[src/rtl/lcd_result_display_if.sv]
// Result-record handshake from the CPU plus the character-LCD pins.
// The CPU side uses the master modport, the display stage the slave modport.
interface lcd_result_display_if;
  logic        req_valid;
  logic        req_ready;
  logic [2:0]  req_opcode;
  logic [3:0]  req_reg_addr;
  logic [15:0] req_value;
  logic [7:0]  lcd_data;
  logic        lcd_rs;
  logic        lcd_rw;
  logic        lcd_en;
  logic        lcd_on;

  modport master (
    output req_valid, req_opcode, req_reg_addr, req_value,
    input  req_ready, lcd_data, lcd_rs, lcd_rw, lcd_en, lcd_on
  );

  modport slave (
    input  req_valid, req_opcode, req_reg_addr, req_value,
    output req_ready, lcd_data, lcd_rs, lcd_rw, lcd_en, lcd_on
  );
endinterface

[src/rtl/lcd_result_display.sv]
// Display stage of the mini CPU: formats one result record per instruction
// and writes it to a 16x2 HD44780 LCD (8-bit, write-only), including power-up init.
// Optional macro LCD_HEX_VIEW_EN appends " hXXXX" (raw value in hex) to line 2.
module lcd_result_display #(
  parameter int unsigned POWERUP_CYCLES = 750000,
  parameter int unsigned EN_HIGH_CYCLES = 12,
  parameter int unsigned CMD_CYCLES     = 2000,
  parameter int unsigned CLEAR_CYCLES   = 82000
) (
  input logic clock,
  input logic reset,
  lcd_result_display_if.slave bus
);
  localparam int unsigned MAX_A   = (POWERUP_CYCLES > CLEAR_CYCLES) ? POWERUP_CYCLES : CLEAR_CYCLES;
  localparam int unsigned MAX_B   = (CMD_CYCLES > EN_HIGH_CYCLES) ? CMD_CYCLES : EN_HIGH_CYCLES;
  localparam int unsigned MAX_C   = (MAX_A > MAX_B) ? MAX_A : MAX_B;
  localparam int unsigned MAX_CYC = (MAX_C > 32) ? MAX_C : 32;
  localparam int unsigned CNT_W   = $clog2(MAX_CYC + 1);
  localparam int unsigned DD_LAST = 16;

  localparam logic [2:0] PWR_WAIT = 3'd0;
  localparam logic [2:0] INIT     = 3'd1;
  localparam logic [2:0] IDLE     = 3'd2;
  localparam logic [2:0] CONVERT  = 3'd3;
  localparam logic [2:0] WR_L1    = 3'd4;
  localparam logic [2:0] WR_L2    = 3'd5;
  localparam logic [2:0] CLR      = 3'd6;

  localparam logic [1:0] PH_SETUP = 2'd0;
  localparam logic [1:0] PH_HIGH  = 2'd1;
  localparam logic [1:0] PH_WAIT  = 2'd2;

  logic [2:0]       state, state_n, after_state;
  logic [1:0]       phase, phase_n;
  logic [4:0]       idx, idx_n;
  logic [CNT_W-1:0] cnt, cnt_n;
  logic             take, byte_last, wait_done, byte_state_n;

  logic [2:0]  op_q;
  logic [3:0]  reg_q;
  logic        neg_q;
  logic [16:0] bin_q;
  logic [19:0] bcd_q, bcd_adj;
  logic [16:0] mag_c;
`ifdef LCD_HEX_VIEW_EN
  logic [15:0] val_q;
`endif

  logic       ready_q, rs_q, en_q, on_q;
  logic [7:0] data_q;
  logic [7:0] char_byte;
  logic       char_rs;
  logic [3:0] pos;
  logic [31:0] mnem;
  logic [3:0] reg_ones;

  assign bus.req_ready = ready_q;
  assign bus.lcd_data  = data_q;
  assign bus.lcd_rs    = rs_q;
  assign bus.lcd_rw    = 1'b0;
  assign bus.lcd_en    = en_q;
  assign bus.lcd_on    = on_q;

  assign mag_c = bus.req_value[15] ? (17'h10000 - {1'b0, bus.req_value}) : {1'b0, bus.req_value};
  assign byte_state_n = (state_n == INIT) || (state_n == WR_L1) || (state_n == WR_L2) || (state_n == CLR);

  // Next-state logic: state sequencing plus the per-byte setup/strobe/wait engine
  always_comb begin
    state_n     = state;
    phase_n     = phase;
    idx_n       = idx;
    cnt_n       = cnt;
    take        = 1'b0;
    byte_last   = 1'b0;
    after_state = IDLE;
    wait_done   = (!rs_q && (data_q == 8'h01)) ? (cnt == CNT_W'(CLEAR_CYCLES - 1))
                                               : (cnt == CNT_W'(CMD_CYCLES - 1));
    case (state)
      INIT:    byte_last = (idx == 5'd3);
      WR_L1:   begin byte_last = (idx == 5'd16); after_state = WR_L2; end
      WR_L2:   byte_last = (idx == 5'd16);
      CLR:     byte_last = 1'b1;
      default: ;
    endcase
    case (state)
      PWR_WAIT: begin
        if (cnt == CNT_W'(POWERUP_CYCLES - 1)) begin
          state_n = INIT; phase_n = PH_SETUP; idx_n = '0; cnt_n = '0;
        end else cnt_n = cnt + CNT_W'(1);
      end
      IDLE: begin
        if (bus.req_valid && ready_q) begin
          take    = 1'b1;
          state_n = (bus.req_opcode == 3'b110) ? CLR : CONVERT;
          phase_n = PH_SETUP; idx_n = '0; cnt_n = '0;
        end
      end
      CONVERT: begin
        if (cnt == CNT_W'(DD_LAST)) begin
          state_n = WR_L1; phase_n = PH_SETUP; idx_n = '0; cnt_n = '0;
        end else cnt_n = cnt + CNT_W'(1);
      end
      INIT, WR_L1, WR_L2, CLR: begin
        case (phase)
          PH_SETUP: begin phase_n = PH_HIGH; cnt_n = '0; end
          PH_HIGH: begin
            if (cnt == CNT_W'(EN_HIGH_CYCLES - 1)) begin phase_n = PH_WAIT; cnt_n = '0; end
            else cnt_n = cnt + CNT_W'(1);
          end
          default: begin
            if (wait_done) begin
              phase_n = PH_SETUP; cnt_n = '0;
              if (byte_last) begin idx_n = '0; state_n = after_state; end
              else idx_n = idx + 5'd1;
            end else cnt_n = cnt + CNT_W'(1);
          end
        endcase
      end
      default: begin state_n = PWR_WAIT; phase_n = PH_SETUP; idx_n = '0; cnt_n = '0; end
    endcase
  end

  // State and sequencing counters
  always_ff @(posedge clock or posedge reset) begin
    if (reset) begin
      state <= PWR_WAIT; phase <= PH_SETUP; idx <= '0; cnt <= '0;
    end else begin
      state <= state_n; phase <= phase_n; idx <= idx_n; cnt <= cnt_n;
    end
  end

  // Double-dabble correction: add 3 to every BCD digit of 5 or more before shifting
  always_comb begin
    bcd_adj = bcd_q;
    for (int i = 0; i < 5; i++) begin
      if (bcd_q[4*i +: 4] >= 4'd5) bcd_adj[4*i +: 4] = bcd_q[4*i +: 4] + 4'd3;
    end
  end

  // Record capture and sequential binary-to-BCD conversion, one bit per cycle
  always_ff @(posedge clock or posedge reset) begin
    if (reset) begin
      op_q <= '0; reg_q <= '0; neg_q <= 1'b0; bin_q <= '0; bcd_q <= '0;
`ifdef LCD_HEX_VIEW_EN
      val_q <= '0;
`endif
    end else if (take) begin
      op_q  <= bus.req_opcode;
      reg_q <= bus.req_reg_addr;
      neg_q <= bus.req_value[15];
      bin_q <= mag_c;
      bcd_q <= '0;
`ifdef LCD_HEX_VIEW_EN
      val_q <= bus.req_value;
`endif
    end else if (state == CONVERT) begin
      bcd_q <= {bcd_adj[18:0], bin_q[16]};
      bin_q <= {bin_q[15:0], 1'b0};
    end
  end

`ifdef LCD_HEX_VIEW_EN
  function automatic logic [7:0] hex_char(input logic [3:0] n);
    return (n < 4'd10) ? {4'h3, n} : 8'(8'h37 + {4'h0, n});
  endfunction
`endif

  // Byte selection for the byte about to be presented (command or character)
  always_comb begin
    pos       = 4'(idx_n - 5'd1);
    char_rs   = 1'b1;
    char_byte = 8'h20;
    reg_ones  = (reg_q > 4'd9) ? (reg_q - 4'd10) : reg_q;
    case (op_q)
      3'b000:  mnem = "LOAD";
      3'b001:  mnem = "ADD ";
      3'b010:  mnem = "ADDI";
      3'b011:  mnem = "SUB ";
      3'b100:  mnem = "SUBI";
      3'b101:  mnem = "MUL ";
      3'b111:  mnem = "DPLY";
      default: mnem = "    ";
    endcase
    case (state_n)
      INIT: begin
        char_rs = 1'b0;
        case (idx_n)
          5'd0:    char_byte = 8'h38;
          5'd1:    char_byte = 8'h0C;
          5'd2:    char_byte = 8'h01;
          default: char_byte = 8'h06;
        endcase
      end
      CLR: begin char_rs = 1'b0; char_byte = 8'h01; end
      WR_L1: begin
        if (idx_n == 5'd0) begin char_rs = 1'b0; char_byte = 8'h80; end
        else case (pos)
          4'd0:    char_byte = mnem[31:24];
          4'd1:    char_byte = mnem[23:16];
          4'd2:    char_byte = mnem[15:8];
          4'd3:    char_byte = mnem[7:0];
          4'd5:    char_byte = 8'h52;
          4'd6:    char_byte = (reg_q > 4'd9) ? 8'h31 : 8'h30;
          4'd7:    char_byte = {4'h3, reg_ones};
          default: char_byte = 8'h20;
        endcase
      end
      WR_L2: begin
        if (idx_n == 5'd0) begin char_rs = 1'b0; char_byte = 8'hC0; end
        else case (pos)
          4'd0:    char_byte = neg_q ? 8'h2D : 8'h2B;
          4'd1:    char_byte = {4'h3, bcd_q[19:16]};
          4'd2:    char_byte = {4'h3, bcd_q[15:12]};
          4'd3:    char_byte = {4'h3, bcd_q[11:8]};
          4'd4:    char_byte = {4'h3, bcd_q[7:4]};
          4'd5:    char_byte = {4'h3, bcd_q[3:0]};
`ifdef LCD_HEX_VIEW_EN
          4'd7:    char_byte = 8'h68;
          4'd8:    char_byte = hex_char(val_q[15:12]);
          4'd9:    char_byte = hex_char(val_q[11:8]);
          4'd10:   char_byte = hex_char(val_q[7:4]);
          4'd11:   char_byte = hex_char(val_q[3:0]);
`endif
          default: char_byte = 8'h20;
        endcase
      end
      default: begin char_rs = 1'b0; char_byte = 8'h00; end
    endcase
  end

  // Registered LCD pins and handshake; data/rs load only at the setup cycle of each byte
  always_ff @(posedge clock or posedge reset) begin
    if (reset) begin
      ready_q <= 1'b0; data_q <= 8'h00; rs_q <= 1'b0; en_q <= 1'b0; on_q <= 1'b0;
    end else begin
      on_q    <= 1'b1;
      ready_q <= (state_n == IDLE);
      en_q    <= byte_state_n && (phase_n == PH_HIGH);
      if (byte_state_n && (phase_n == PH_SETUP)) begin
        data_q <= char_byte;
        rs_q   <= char_rs;
      end
    end
  end
endmodule

[src/flat_wrapper.sv]
// flat-port wrapper written by rule: the top's interface ports become plain ports
module lcd_result_display_flat 
#(
  parameter int unsigned POWERUP_CYCLES = 750000,
  parameter int unsigned EN_HIGH_CYCLES = 12,
  parameter int unsigned CMD_CYCLES     = 2000,
  parameter int unsigned CLEAR_CYCLES   = 82000
)
  (clock, reset, bus_req_valid, bus_req_opcode, bus_req_reg_addr, bus_req_value, bus_req_ready, bus_lcd_data, bus_lcd_rs, bus_lcd_rw, bus_lcd_en, bus_lcd_on);
  lcd_result_display_if bus_i ();
  input logic clock;
  input logic reset;
  input wire logic [$bits(bus_i.req_valid)-1:0] bus_req_valid;
  input wire logic [$bits(bus_i.req_opcode)-1:0] bus_req_opcode;
  input wire logic [$bits(bus_i.req_reg_addr)-1:0] bus_req_reg_addr;
  input wire logic [$bits(bus_i.req_value)-1:0] bus_req_value;
  output wire logic [$bits(bus_i.req_ready)-1:0] bus_req_ready;
  output wire logic [$bits(bus_i.lcd_data)-1:0] bus_lcd_data;
  output wire logic [$bits(bus_i.lcd_rs)-1:0] bus_lcd_rs;
  output wire logic [$bits(bus_i.lcd_rw)-1:0] bus_lcd_rw;
  output wire logic [$bits(bus_i.lcd_en)-1:0] bus_lcd_en;
  output wire logic [$bits(bus_i.lcd_on)-1:0] bus_lcd_on;
  assign bus_i.req_valid = bus_req_valid;
  assign bus_i.req_opcode = bus_req_opcode;
  assign bus_i.req_reg_addr = bus_req_reg_addr;
  assign bus_i.req_value = bus_req_value;
  assign bus_req_ready = bus_i.req_ready;
  assign bus_lcd_data = bus_i.lcd_data;
  assign bus_lcd_rs = bus_i.lcd_rs;
  assign bus_lcd_rw = bus_i.lcd_rw;
  assign bus_lcd_en = bus_i.lcd_en;
  assign bus_lcd_on = bus_i.lcd_on;
  lcd_result_display #(.POWERUP_CYCLES(POWERUP_CYCLES), .EN_HIGH_CYCLES(EN_HIGH_CYCLES), .CMD_CYCLES(CMD_CYCLES), .CLEAR_CYCLES(CLEAR_CYCLES)) u_core (.clock(clock), .reset(reset), .bus(bus_i));
endmodule
[config.mk]
export PLATFORM = sky130hd
export DESIGN_NAME = lcd_result_display_flat
export DESIGN_NICKNAME = d
export VERILOG_FILES = /design/src/rtl/lcd_result_display_if.sv /design/src/rtl/lcd_result_display.sv /design/src/flat_wrapper.sv
export SDC_FILE = /design/constraint.sdc
export NUM_CORES = 1
export LEC_CHECK = 0
export ABC_AREA = 1
export ABC_CLOCK_PERIOD_IN_PS = 5350
export BUFFER_PORTS_ARGS = -buffer_cell sky130_fd_sc_hd__buf_2
export CORE_MARGIN = 2
export CORE_UTILIZATION = 51
export DETAILED_ROUTE_END_ITERATION = 6
export GPL_ROUTABILITY_DRIVEN = 0
export GPL_TIMING_DRIVEN = 0
export PLACE_DENSITY = 0.69
export SLEW_MARGIN = 10
export SYNTH_ARGS = -nofsm -noshare
export SYNTH_HDL_FRONTEND = slang
export SYNTH_SLANG_ARGS = --single-unit
[constraint.sdc]
create_clock -name clock -period 5.35 [get_ports clock]
set_clock_uncertainty 0.15 [all_clocks]
set_input_delay 0 -clock clock [delete_from_list [all_inputs] [get_ports clock]]
set_output_delay 0 -clock clock [all_outputs]
set_load 0.01 [all_outputs]
# [Yosys cells after proc, flatten, opt, wreduce, memory -nomap -nowiden]
# Index checks and enable logic that the tools add are counted.
[word_totals] latchBits=0 register_bits=87 mem_bits_rw=0 romBits=0 n_memories=0 word_cells=143
[op_classes] n_mux=56 n_addsub=10 n_eq_ne=38 shift=0 multipliers=0 bitwise=0 magnitude_cmp=6 reduce_logical=19 div_mod_pow=0
[op_table] cell="31-bit case mux with 7 select lines" n=1
[op_table] cell="20-bit two-way mux" n=7
[op_table] cell="20-bit case mux with 4 select lines" n=1
[op_table] cell="8-bit case mux with 7 select lines" n=1
[op_table] cell="17-bit two-way mux" n=3
[op_table] cell="20-bit case mux with 2 select lines" n=1
[op_table] cell="8-bit case mux with 4 select lines" n=1
[op_table] cell="3-bit equality test (second input constant)" n=10
[op_table] cell="3-bit two-way mux" n=10
[op_table] cell="5-bit two-way mux" n=6
[op_table] cell="5-bit case mux with 6 select lines" n=1
[op_table] cell="20-bit by 1-bit adder with 20-bit output (second input constant)" n=1
[op_table] cell="20-bit by 11-bit equality test with 1-bit output (second input constant)" n=1
[op_table] cell="20-bit by 17-bit equality test with 1-bit output (second input constant)" n=1
[op_table] cell="20-bit equality test (second input constant)" n=1
[op_table] cell="20-bit by 4-bit equality test with 1-bit output (second input constant)" n=1
[op_table] cell="20-bit by 5-bit equality test with 1-bit output (second input constant)" n=1
[op_table] cell="4-bit by 3-bit >= comparator with 1-bit output (second input constant)" n=5
[op_table] cell="4-bit two-way mux" n=5
[op_table] cell="5-bit case mux with 4 select lines" n=1
[op_table] cell="6-bit case mux with 3 select lines" n=1
[op_table] cell="17-bit by 16-bit subtractor with 17-bit output (first input constant)" n=1
[op_table] cell="4-bit by 2-bit adder with 4-bit output (second input constant)" n=4
[op_table] cell="4-bit by 3-bit equality test with 1-bit output (second input constant)" n=4
[op_table] cell="other kinds (32)" n=60

# [Longest topological paths before layout]
[logic_depth] word_depth=12 ltp_mapped=23 depth_no_buf=23

# [Worst setup path before layout]
# No wires, ideal clock.
[synth_timing] path_kind="reg-to-reg" from="reg u_core.cnt[0]" to="reg u_core.data_q[2], in the netlist u_core.bus.lcd_data[2]" path_slack_ps=2881 stages_incl_launch_ff=22 t_required_ps=5087 period_less_slack_ps=2469 arrival_ps=2206 path_buffers=1 setup_ps=113 path_cell_list="dfrtp_1 -> ha_1 -> nand2_1 -> nor2_2 -> inv_2 -> nor2_1 -> nand2_1 -> clkinv_2 -> nand4_4 -> nor2_4 -> nor2_4 -> nand2_1 -> nand2_2 -> nor2_8 -> buf_6 -> o211ai_1 -> nand2_1 -> nand2_1 -> nor2_1 -> nand3_1 -> nand2_1 -> inv_1"
[synth_via] elab_chain_cells=10 elab_cells_between_ends=49
[synth_lines] element="from (decl)" line="lcd_result_display.sv:36" text="logic [CNT_W-1:0] cnt, cnt_n;"
[synth_lines] element="from (signal assigned)" line="lcd_result_display.sv:128" text="state <= state_n; phase <= phase_n; idx <= idx_n; cnt <= cnt_n;"
[synth_lines] element="20-bit by 11-bit equality test with 1-bit output / 20-bit by 17-bit equality test with 1-bit output (equally long branches)" line="lcd_result_display.sv:77, lcd_result_display.sv:76"
[synth_lines] element="1-bit two-way mux" line="lcd_result_display.sv:76" text="wait_done = (!rs_q && (data_q == 8'h01)) ? (cnt == CNT_W'(CLEAR_CYCLES - 1))"
[synth_lines] element="5-bit two-way mux" line="lcd_result_display.sv:111" text="if (wait_done) begin"
[synth_lines] element="5-bit two-way mux" line="lcd_result_display.sv:104" text="case (phase)"
[synth_lines] element="5-bit case mux with 4 select lines (*)" line="lcd_result_display.sv:85" text="case (state)"
[synth_lines] element="net u_core.idx_n[3]" line="lcd_result_display.sv:35" text="logic [4:0] idx, idx_n;"
[synth_lines] element="4-bit by 1-bit subtractor with 4-bit output" line="lcd_result_display.sv:170" text="pos = 4'(idx_n - 5'd1);"
[synth_lines] element="4-bit by 3-bit equality test with 1-bit output (tied with other cells)" line="lcd_result_display.sv:197" text="else case (pos)"
[synth_lines] element="8-bit case mux with 7 select lines / 5-bit case mux with 6 select lines (equally long branches)" line="lcd_result_display.sv:197, lcd_result_display.sv:210"
[synth_lines] element="8-bit two-way mux, on equally long branches" line="lcd_result_display.sv:196, lcd_result_display.sv:209"
[synth_lines] element="8-bit case mux with 4 select lines (*)" line="lcd_result_display.sv:184" text="case (state_n)"
[synth_lines] element="to (signal assigned)" line="lcd_result_display.sv:240" text="data_q <= char_byte;"
[synth_lines] element="to (decl)" line="lcd_result_display.sv:50" text="logic [7:0] data_q;"
# The timed path passes the listed nets; every way through them passes the cells marked *.
# A chain may end at the register's enable or synchronous reset.

# [Final worst setup path]
[layout_timing] from="reg u_core.cnt[0]" to="reg u_core.cnt[1]"
[layout_via] elab_chain_cells=5 elab_cells_between_ends=13
[layout_lines] element="branches (longest 4 deep; another with 20-bit by 1-bit adder with 20-bit output)"
[layout_lines] element="20-bit case mux with 4 select lines (*)" line="lcd_result_display.sv:85"
# Every way passes the cells marked *.

==> flow_metrics.env <==
export IMPL_antenna_found_initial=0
export IMPL_r2r_end="u_core.cnt[1]"
export IMPL_power_density_nw_per_um2=210
export IMPL_hold_viol=0
export IMPL_numCtsBuffers=9
export IMPL_tightest_slew_ns=0.622
export IMPL_syn_to_final_growth_pct=17.9
export IMPL_max_slew_margin=0.585
export IMPL_drt_initial_drc_count=476
export IMPL_grt_use_met2=0.437
export IMPL_die_area_um2=12800
export IMPL_diodes=0
export IMPL_run_status="complete, but fails checks"
export IMPL_ir_worst_vdd_mv=0.147
export IMPL_met1_usage=0.355
export IMPL_synth_area_um2=6070
export IMPL_drcViolationCount=2
export IMPL_start_util=0.527
export IMPL_worstPathArrival_ns=3.00
export IMPL_r2r_slack_ns=2.41
export IMPL_clock_fmax_mhz=340
export IMPL_rr_worst_depth=14
export IMPL_end_kind="flop"
export IMPL_synthArstFlopShare=1.00
export IMPL_yosys_area_top_type="dfrtp_1"
export IMPL_numClockSinks=87
export IMPL_rows=39
export IMPL_nets=972
export IMPL_fin_crit_sh=0.550
export IMPL_grt_max_degree=46
export IMPL_wl_per_cell_um=14.8
export IMPL_syn_mean_instance_area_um2=7.15
export IMPL_synthTopCellsByCount="nand2_1 (156), inv_1 (110), nor2_1 (100)"
export IMPL_maxCapViolCount=0
export IMPL_ant_nets=0
export IMPL_ys_ff_latch=87
export IMPL_synth_top_area_share=0.358
export IMPL_clk_pin_slew_ns=0.06
export IMPL_drt_total_wl_mm=16.0
export IMPL_design_area_um2=7160
export IMPL_critical_path_max_fanout=10
export IMPL_drive_gt1_frac=0.134
export IMPL_fin_util=0.622
export IMPL_clockRootBuffer="clkbuf_16"
export IMPL_holdBufCountCts=32
export IMPL_gr_usage_met3=0.0428
export IMPL_core_region_area_um2=11500
export IMPL_rsz0062_at_grt="no"
export IMPL_cts_resized=0
export IMPL_r2r_start="u_core.cnt[0]"
export IMPL_synth_edf_count=0
export IMPL_yosysMostFrequentCell="nand2_1"
export IMPL_worstSetupPathType="flop to flop"
export IMPL_grt_pass1_wl_mm=27.7
export IMPL_report_final_slew_viol_count=0
export IMPL_start_kind="flop"
export IMPL_num_vias=6080
export IMPL_placed_area_um2=6470
export IMPL_grt_busiest_layer="met2"
export IMPL_finalSetupTns_ns=0
export IMPL_synth_flop_cell="dfrtp_1"
export IMPL_violations="design-rule violations"
export IMPL_grt_use_total=0.268
export IMPL_final_setup_viol_count=0
export IMPL_cts_tree="done"
export IMPL_grt_pass1_vias=5877
export IMPL_clock_latency_ns=0.36
export IMPL_clockBufferDepth=2
export IMPL_ctsHtreeMaxLevel=3
export IMPL_io_buffer_count=37
export IMPL_viasPerCell=5.63
export IMPL_fill_cells=1035
export IMPL_grt_overflow_total=0
export IMPL_syn_nets=891
export IMPL_cts_setup_buffers=0
export IMPL_min_path_type="input port to asynchronous set/reset pin"
export IMPL_post_route_min_period_ns=2.94
export IMPL_yosys_top_cells_area="dfrtp_1 (36%), nand2_1 (9.6%), inv_1 (6.8%), nor2_1 (6.2%), o21ai_0 (6.1%)"
export IMPL_p_leak_nw=3.60
export IMPL_die_h_um=113
export IMPL_first_pass_iters=7
export IMPL_io_pin_count=39
export IMPL_yosysWarningCount=0
export IMPL_cp_required_ns=5.41
export IMPL_fp_dieW_um=113
export IMPL_ys_seq_area_frac=0.358
export IMPL_netlist_instances=850
export IMPL_synth_cell_types=55
export IMPL_dp_hpwl_mm=11.6
-- layer usage --
metal  up-vias  routed length, um
met1      2891               7300
met5         -                  0
met4         0                449
met3        34                820
li1       2973                  -
met2       182               7430
-- cell families (layout without fill, tap and decap cells) --
logic type,after synthesis,after routing,share of synthesized area
other,2,2,0.00124
adder cells (fa/ha/maj),15,15,0.0309
AND/OR/NAND/NOR,425,425,0.341
AO/OA/AOI/OAI,155,155,0.149
buffers and inverters,150,236,0.0968
XOR/XNOR,16,16,0.0231
flip-flops,87,87,0.358
-- area by class of cell --
type / instances / area [um2] / share of cell area
buffer: 19 / 90.1 / 0.0126
clock buffer: 9 / 225 / 0.0315
clock inverter: 7 / 145 / 0.0203
inverter: 131 / 500 / 0.0699
multi-input combinational: 613 / 3310 / 0.462
sequential: 87 / 2180 / 0.304
tap: 143 / 179 / 0.0250
timing repair buffer: 70 / 533 / 0.0745
-- state kept, by name (all words and copies together), names as in the netlist, 2 cells and up --
name	cells
u_core.phase	2
u_core.reg_q	4
u_core.state	3
u_core.bin_q	17
u_core.idx	5
u_core.bus.lcd_data	8
u_core.cnt	20
u_core.op_q	3
u_core.bcd_q	20
-- where the power goes --
group / switching, mW / total, mW / internal (mW)
logic: 0.0343 / 0.0629 / 0.0286
registers: 0.0000809 / 0.658 / 0.658
clock network: 0.279 / 0.784 / 0.505
total: 0.313 / 1.50 / 1.19
-- how the worst max path moves through the flow --
stage | end | start | slack [ns] | cells after the start
after floorplan | u_core.bus.lcd_data[2] | u_core.cnt[0] | 2.88 | 21
after global placement | u_core.bus.lcd_data[1] | reset | 1.88 | 2
after detailed placement | u_core.cnt[1] | u_core.bus.lcd_data[7] | 2.46 | 10
after CTS | u_core.cnt[1] | u_core.bus.lcd_data[7] | 2.45 | 10
after global routing | u_core.bus.lcd_data[4] | u_core.cnt[0] | 2.19 | 22
final | u_core.cnt[1] | u_core.cnt[0] | 2.41 | 14
-- placed cells by master (no fill, tap or decap), types with 12 or more instances in the layout --
cell / count
o22ai_1: 22
nand2_1: 156
nand3_1: 70
nand4_1: 23
a21oi_1: 23
nor2_1: 100
dlygate4sd3_1: 32
clkbuf_1: 14
inv_1: 109
nor3_1: 22
ha_1: 15
dfrtp_1: 87
nand2_2: 12
o21ai_0: 74
buf_2: 37
inv_2: 15
xor2_1: 14
-- per-stage QoR --
step / std cells / hold WS (ns) / setup slack, ns / total power [mW]
after detailed placement: 1031 / -0.0532 / 2.46 / 0.718
after global placement: 1030 / 0.0811 / 1.88 / 0.714
final: 1079 / 0.102 / 2.41 / 1.50
after global routing: 1079 / 0.129 / 2.19 / 1.55
after floorplan: 850 / -0.0334 / 2.88 / 0.695
after CTS: 1079 / 0.102 / 2.45 / 1.52
-- critical path, stage by stage (launching register included) --
cell      delay [ns]
dfrtp_1         0.39
ha_1            0.23
nand2_1         0.08
nor2_2          0.09
inv_2           0.07
nor2_1          0.10
nand2_1         0.09
clkinv_2        0.09
nand3_2         0.14
nand2_1         0.11
nand2_1         0.06
a21oi_1         0.17
clkbuf_1        0.45
clkbuf_1        0.43
o22ai_1         0.14
Power figures use the tool's default switching activity.
